### config.mk
export PLATFORM = sky130hd
export DESIGN_NAME = s1_fetch
export DESIGN_NICKNAME = d
export VERILOG_FILES = /design/src/rtl/s1_fetch_pkg.sv /design/src/rtl/s1_imm_j.sv /design/src/rtl/s1_fetch.sv
export SDC_FILE = /design/constraint.sdc
export NUM_CORES = 1
export LEC_CHECK = 0
export BUFFER_PORTS_ARGS = -buffer_cell sky130_fd_sc_hd__buf_2
export CAP_MARGIN = 10
export CORE_MARGIN = 5
export CORE_UTILIZATION = 44
export CTS_BUF_LIST = sky130_fd_sc_hd__clkbuf_8
export DETAILED_ROUTE_END_ITERATION = 12
export GPL_TIMING_DRIVEN = 0
export PLACE_DENSITY_LB_ADDON = 0.15
export SETUP_SLACK_MARGIN = 0.1
export SLEW_MARGIN = 15
export SYNTH_ARGS = -nofsm -noshare
export SYNTH_HDL_FRONTEND = slang
export SYNTH_SLANG_ARGS = --single-unit
### constraint.sdc
create_clock -name clk -period 1.6 [get_ports clk]
set_input_delay 0.08 -clock clk [delete_from_list [all_inputs] [get_ports clk]]
set_output_delay 0.08 -clock clk [all_outputs]
set_load 0.1 [all_outputs]
### src/rtl/s1_fetch_pkg.sv
// Shared constants for the stage-1 fetch block: reset PC, bubble encoding,
// PC region codes, RV32I opcodes and the region-to-source decode helper.
package s1_fetch_pkg;

   localparam logic [31:0] RESET_PC_DEF  = 32'h4000_0000;
   localparam logic [31:0] NOP_INSTR_DEF = 32'h0000_0013;

   localparam logic [3:0] REGION_BIOS = 4'b0100;
   localparam logic [3:0] REGION_IMEM = 4'b0001;

   localparam logic [6:0] OPC_LUI       = 7'b0110111;
   localparam logic [6:0] OPC_AUIPC     = 7'b0010111;
   localparam logic [6:0] OPC_JAL       = 7'b1101111;
   localparam logic [6:0] OPC_JALR      = 7'b1100111;
   localparam logic [6:0] OPC_BRANCH    = 7'b1100011;
   localparam logic [6:0] OPC_LOAD      = 7'b0000011;
   localparam logic [6:0] OPC_STORE     = 7'b0100011;
   localparam logic [6:0] OPC_ARI_ITYPE = 7'b0010011;
   localparam logic [6:0] OPC_ARI_RTYPE = 7'b0110011;
   localparam logic [6:0] OPC_CSR       = 7'b1110011;

   typedef enum logic [1:0] {
      SRC_BIOS = 2'd0,
      SRC_IMEM = 2'd1,
      SRC_NONE = 2'd2
   } fetch_src_e;

   function automatic fetch_src_e region_src(input logic [3:0] region);
      fetch_src_e src;
      case (region)
         REGION_BIOS: src = SRC_BIOS;
         REGION_IMEM: src = SRC_IMEM;
         default:     src = SRC_NONE;
      endcase
      return src;
   endfunction

endpackage

### src/rtl/s1_imm_j.sv
// Combinational J-type immediate decode with sign extension (bit 0 always 0).
module s1_imm_j (
   input  logic [31:12] inst,
   output logic [31:0]  imm_j
);

   assign imm_j = {{12{inst[31]}}, inst[19:12], inst[20], inst[30:21], 1'b0};

endmodule

### src/rtl/s1_fetch.sv
// Stage-1 fetch: owns the PC, addresses BIOS/IMEM, kills wrong-path words on
// redirect and registers pc/instruction/valid into stage 2.
// Optional in-fetch JAL prediction is enabled by defining S1_JAL_PREDICT_EN.
module s1_fetch
   import s1_fetch_pkg::*;
#(
   parameter logic [31:0] RESET_PC  = RESET_PC_DEF,
   parameter logic [31:0] NOP_INSTR = NOP_INSTR_DEF
) (
   input  logic        clk,
   input  logic        rst,
   input  logic        stall,
   input  logic        redirect_valid,
   input  logic [31:0] redirect_target,
   input  logic [31:0] bios_dout,
   input  logic [31:0] imem_dout,
   output logic [31:0] fetch_addr,
   output logic [31:0] pc_s2,
   output logic [31:0] instruction_s2,
   output logic        valid_s2,
   output logic        jal_pred_s2
);

   logic [31:0] pc_q, pc_d;
   logic [31:0] pc_s2_q, pc_s2_d;
   logic [31:0] instruction_s2_q, instruction_s2_d;
   logic        valid_s2_q, valid_s2_d;
   logic        jal_pred_s2_q, jal_pred_s2_d;

   fetch_src_e  src;
   logic [31:0] inst_s1;
   logic        legal_s1;
   logic        jal_take;
   logic [31:0] jal_target;

   // Targets are word aligned; the low bits of redirect_target are dropped.
   logic unused_tgt_lo;
   assign unused_tgt_lo = ^redirect_target[1:0];

`ifdef S1_JAL_PREDICT_EN
   logic [31:0] imm_j;

   s1_imm_j u_imm_j (
      .inst  (inst_s1[31:12]),
      .imm_j (imm_j)
   );

   assign jal_take   = legal_s1 && (inst_s1[6:0] == OPC_JAL) && !stall && !redirect_valid;
   assign jal_target = pc_q + imm_j;
`else
   assign jal_take   = 1'b0;
   assign jal_target = 32'h0;
`endif

   always_comb begin
      src      = region_src(pc_q[31:28]);
      inst_s1  = NOP_INSTR;
      legal_s1 = 1'b0;
      case (src)
         SRC_BIOS: begin
            inst_s1  = bios_dout;
            legal_s1 = 1'b1;
         end
         SRC_IMEM: begin
            inst_s1  = imem_dout;
            legal_s1 = 1'b1;
         end
         default: ;
      endcase
   end

   // Stall beats redirect: stage 2 keeps presenting the redirect until stall drops.
   always_comb begin
      if (stall) begin
         pc_d = pc_q;
      end else if (redirect_valid) begin
         pc_d = {redirect_target[31:2], 2'b00};
      end else if (jal_take) begin
         pc_d = jal_target;
      end else begin
         pc_d = pc_q + 32'd4;
      end
      fetch_addr = rst ? pc_d : RESET_PC;
   end

   always_comb begin
      pc_s2_d          = pc_s2_q;
      instruction_s2_d = instruction_s2_q;
      valid_s2_d       = valid_s2_q;
      jal_pred_s2_d    = jal_pred_s2_q;
      if (!stall) begin
         pc_s2_d          = pc_q;
         instruction_s2_d = redirect_valid ? NOP_INSTR : inst_s1;
         valid_s2_d       = !redirect_valid && legal_s1;
         jal_pred_s2_d    = jal_take;
      end
   end

   always_ff @(posedge clk) begin
      if (!rst) begin
         pc_q             <= RESET_PC;
         pc_s2_q          <= 32'h0;
         instruction_s2_q <= NOP_INSTR;
         valid_s2_q       <= 1'b0;
         jal_pred_s2_q    <= 1'b0;
      end else begin
         pc_q             <= pc_d;
         pc_s2_q          <= pc_s2_d;
         instruction_s2_q <= instruction_s2_d;
         valid_s2_q       <= valid_s2_d;
         jal_pred_s2_q    <= jal_pred_s2_d;
      end
   end

   assign pc_s2          = pc_s2_q;
   assign instruction_s2 = instruction_s2_q;
   assign valid_s2       = valid_s2_q;
   assign jal_pred_s2    = jal_pred_s2_q;

endmodule

## Yosys cells after proc, flatten, opt, wreduce, memory -nomap -nowiden

Cells that the tools add are included.

- Add/subtract/negate cells: 1
- Reductions and logical operators: 4
- Muxes and demuxes: 7
- Equal/unequal tests: 3

Operator list:

| kind | count |
|---|---|
| $mux W32 | 4 |
| $pmux W32 S2 | 1 |
| $add A32 B3 Y32 const B | 1 |
| $eq A4 B1 Y1 const B | 1 |
| $eq A4 B3 Y1 const B | 1 |
| $pmux W2 S2 | 1 |
| $eq A2 B1 Y1 const B | 1 |
| $logic_not A2 Y1 | 1 |
| $reduce_or A2 Y1 | 1 |
| $logic_and A1 B1 Y1 | 1 |
| $logic_not A1 Y1 | 1 |
| $mux W1 | 1 |

- Logic and storage cells: 19
- Bits of input ports: 100
- Bits in registers: 97
- Output and inout port bits: 98

## Depth between registers and ports, before layout

- Depth in word-level cells: 6
- Depth in mapped cells: 7
- Gate-level depth less buffers: 6

## Worst setup path before layout

OpenSTA, ideal clock, no wires.

- Path type: register to register
- From: reg pc_q[2]
- To: reg pc_q[24]
- Slack: -2.439 ns
- Arrival time: 3.675 ns
- Required time: 1.235 ns
- Buffers on the path: 0
- Stages on the path, launching flop included: 7
- Period minus slack after synthesis: 4.039 ns
- Setup time: 0.365 ns
- Cells stage by stage: dfxtp_1 ha_1 and4_1 and4b_1 nand3_1 xor2_1 a211oi_1

- Longest elaborated chain between the ends: 4

RTL lines:

| element | RTL line | text |
|---|---|---|
| from (decl) | s1_fetch.sv:24 | `logic [31:0] pc_q, pc_d;` |
| from (signal assigned) | s1_fetch.sv:107 | `pc_q <= pc_d;` |
| $add A32 B3 Y32 | s1_fetch.sv:81 | `pc_d = pc_q + 32'd4;` |
| $mux W32 | s1_fetch.sv:76 | `end else if (redirect_valid) begin` |
| $mux W32 | s1_fetch.sv:74 | `if (stall) begin` |
| $mux W32 | -- |  |
| via fetch_addr[24] | s1_fetch.sv:17 | `output logic [31:0] fetch_addr,` |

The timed path passes the listed nets, and every way through them passes these cells.
A chain may end at the register's enable or synchronous reset.

## Worst setup path in the final report

- From: reg pc_q[3]
- To: out fetch_addr[24]

- Longest elaborated chain between the ends: 4

RTL lines:

| element | RTL line |
|---|---|
| $add A32 B3 Y32 | s1_fetch.sv:81 |
| $mux W32 | s1_fetch.sv:76 |
| $mux W32 | s1_fetch.sv:74 |
| $mux W32 | -- |
| to (decl) | s1_fetch.sv:17 |

Every way passes these cells.

==> run summary <==
Outcome -> finished with violations
Failing checks -> hold timing, setup timing
Max VDD drop -> 0.424 mV
#FFs+latches synth -> 97
Register area share after synthesis -> 0.429
Post-synth EDFFs -> 0
Final Skew -> 9.05 ps
Antenna Nets Post-Route -> 0
Vias in the first global route -> 5,572
DP Worst Slack -> -716 ps
Fin util -> 0.793
Commonest cells after routing, fill and taps aside -> 164 x buf_2, 112 x nor2_1, 72 x dfxtp_1, 37 x buf_4, 35 x a21oi_1
Worst hold path class -> input pin to register
Endpoint class of the critical path -> primary output
Multi-input gate area -> 0.00333 mm2
Overall power -> 6.51 mW
# diodes -> 0
DRT Pass-1 Iters -> 5
Final setup margin -> -805 ps
Die Wd -> 111 um
Final nets -> 907
CP bufs+invs -> 1
Slew Viols, Final -> 0
Layout area overhead -> 78.2%
CTS tree -> done
Leakage power -> 3.50 nW
CP Capture Point -> fetch_addr[24]
RSZ-0062 raised after global routing -> yes
Mapped cell area -> 0.00453 mm2
Routability Congestion -> 0.909
Core Area -> 0.0102 mm2
Starting density of the core -> 0.445
I/O pin count -> 198
Die area -> 0.0124 mm2
Fill count -> 633
CTS Buf Count -> 9
MaxCap Viol Count -> 0
Least-Margin Pin Slew -> 953 ps
H-tree Lvls -> 3
Drt drc -> 0
Crit start category -> register
Ratio of cells with drive above 1 in the final layout -> 0.547
CTS root buf -> clkbuf_8
Worst Path Arrival -> 2330 ps
Final setup fails -> 55
R2R cell count -> 6
Cell count after synthesis -> 544
Syn avg cell area -> 8.33 um2
Crit path max-delay cell type -> dfxtp_4
WP data required -> 1520 ps
CP startpoint -> pc_q[3]
Routed length per instance -> 20.8 um
Vias -> 5,491
F_max -> 416 MHz
Initial antenna violation count -> 0
Commonest non-fill, non-tap cell in the layout -> buf_2
Syn_nets -> 645
Max-slew headroom -> 0.363
R2r setup slk -> -240 ps
Clock sink count -> 97
Pin count of the biggest net entering global routing -> 17
Register area -> 0.00201 mm2
Period utilisation layout -> 1.50
Worst r2r dst -> pc_q[24]
Setup_tns -> -20,710 ps
Crit-path max cell delay -> 390 ps
Clk_lat worst skew -> 380 ps
Final hold viol count -> 1
Vias per inst -> 5.80
GRT overflow -> 0
Rows -> 37
Distinct cells, synth -> 53
Async SR Flop Fraction -> 0
I/O Buffers -> 193
Crit-path max FO -> 4
Cells along the critical path -> ha_4, and4_4, and4b_2, nand3_1, xor2_1, a211oi_4, buf_12
Crit path kind -> register to primary output
Initial drt markers -> 403
Ys Warns -> 0
First-pass GRT wire length -> 28.9 mm
Clk slew on worst S/H paths -> 100 ps
Die height -> 111 um
Prevailing post-synth register cell -> dfxtp_1
Tmin final -> 2410 ps
Pwr Density -> 806 mW/mm2
DP HPWL -> 11.9 mm
Total Wirelength -> 19.7 mm
Gr usage total -> 0.287
Delay-heaviest family, CP -> simple AND/OR/NAND/NOR gates
Clock Tree Buf Depth -> 2
R2r startpoint -> pc_q[3]
Fin Hold WS -> -1.57 ps
CP Depth -> 7
[layout make-up]
type,count,share of cell area
Sequential cell,97,0.249
Clock inverter,6,0.00806
Inverter,7,0.00357
Timing Repair Buffer,252,0.248
Tap cell,136,0.0211
Multi-Input combinational cell,395,0.412
Clock buffer,10,0.0171
Buffer,44,0.0417
[per-layer routing]
| layer | GRT usage | routed length [um] |
|---|---|---|
| met2 | 0.509 | 9870 |
| met4 | 0.112 | 653 |
| met1 | 0.337 | 7380 |
| met3 | 0.0647 | 1800 |
| met5 | 0 | 0 |
[what timing repair did]
item	CTS	global route
endpoints found under the hold margin	1	1
pin swaps	42	24
resized for setup	272	54
hold buffers	2	1
buffers inserted	33	19
cloned	6	0
setup endpoints to repair	88	89
[registers in the layout, indices dropped and copies added, names as in the netlist]
signal	count
instruction_s2	32
valid_s2	1
pc_q	32
pc_s2	32
[power by group]
| group | leakage (nW) | switching, mW | internal (mW) |
|---|---|---|---|
| logic | 2.59 | 1.46 | 0.736 |
| registers | 0.804 | 0.110 | 2.51 |
| clock network | 0.103 | 0.917 | 0.772 |
[cell families after synthesis]
group,synth area share
AO/OA/AOI/OAI,0.197
XOR/XNOR,0.00773
adder cells (fa/ha/maj),0.00276
buffers and inverters,0.0475
flip-flops,0.429
multiplexers,0.0978
other,0.000828
AND/OR/NAND/NOR,0.218
[stage by stage]
stage,instance area (um2),cells
2_1_floorplan,5000,544
3_3_place_gp,6140,873
3_5_place_dp,6140,873
4_1_cts,7710,930
5_1_grt,8070,947
6_report,8070,947
[cell usage after synthesis, types with 2 or more instances]
| cell | count | area share |
|---|---|---|
| nand3_1 | 12 | 0.013 |
| o21a_1 | 3 | 0.0050 |
| and2_1 | 2 | 0.0028 |
| mux2_2 | 2 | 0.0050 |
| nand4_1 | 6 | 0.0083 |
| nor4b_2 | 2 | 0.0066 |
| a211oi_1 | 3 | 0.0050 |
| a221oi_1 | 4 | 0.0077 |
| buf_1 | 4 | 0.0033 |
| clkbuf_2 | 3 | 0.0033 |
| o31ai_1 | 2 | 0.0033 |
| dfxtp_1 | 97 | 0.43 |
| nand2_1 | 20 | 0.017 |
| clkinv_1 | 2 | 0.0017 |
| a32o_1 | 2 | 0.0044 |
| o211ai_1 | 3 | 0.0050 |
| buf_2 | 10 | 0.011 |
| and4_1 | 6 | 0.012 |
| nor2b_1 | 2 | 0.0028 |
| xor2_1 | 3 | 0.0058 |
| a21oi_1 | 43 | 0.048 |
| nor3_1 | 10 | 0.011 |
| nor4_1 | 7 | 0.0097 |
| o41ai_1 | 2 | 0.0039 |
| a31oi_1 | 7 | 0.0097 |
| a22oi_1 | 41 | 0.068 |
| inv_1 | 4 | 0.0033 |
| mux2i_1 | 42 | 0.093 |
| o22ai_1 | 5 | 0.0069 |
| or3_1 | 2 | 0.0028 |
| nand3b_1 | 2 | 0.0033 |
| and3_1 | 7 | 0.0097 |
| nor2_1 | 122 | 0.10 |
| o21ai_0 | 17 | 0.019 |
| clkbuf_1 | 27 | 0.022 |
[worst register-to-register path, delay by kind of cell, from the launching register on]
family / cells / cell delay [ps]
AND/OR/NAND/NOR: 3 / 690
flip-flops: 1 / 390
AO/OA/AOI/OAI: 1 / 310
XOR/XNOR: 1 / 190
adder cells (fa/ha/maj): 1 / 150
[worst min path at each step]
stage	from	depth (start not counted)	slack, ps	endpoint
final	bios_dout[1]	3	-2	instruction_s2[1]
after global routing	bios_dout[1]	3	-10	instruction_s2[1]
after CTS	bios_dout[4]	3	5	instruction_s2[4]
after detailed placement	redirect_target[8]	3	420	pc_q[8]
after global placement	redirect_target[8]	3	420	pc_q[8]
after floorplan	imem_dout[0]	2	300	instruction_s2[0]
(Power assumes the default switching activity.)
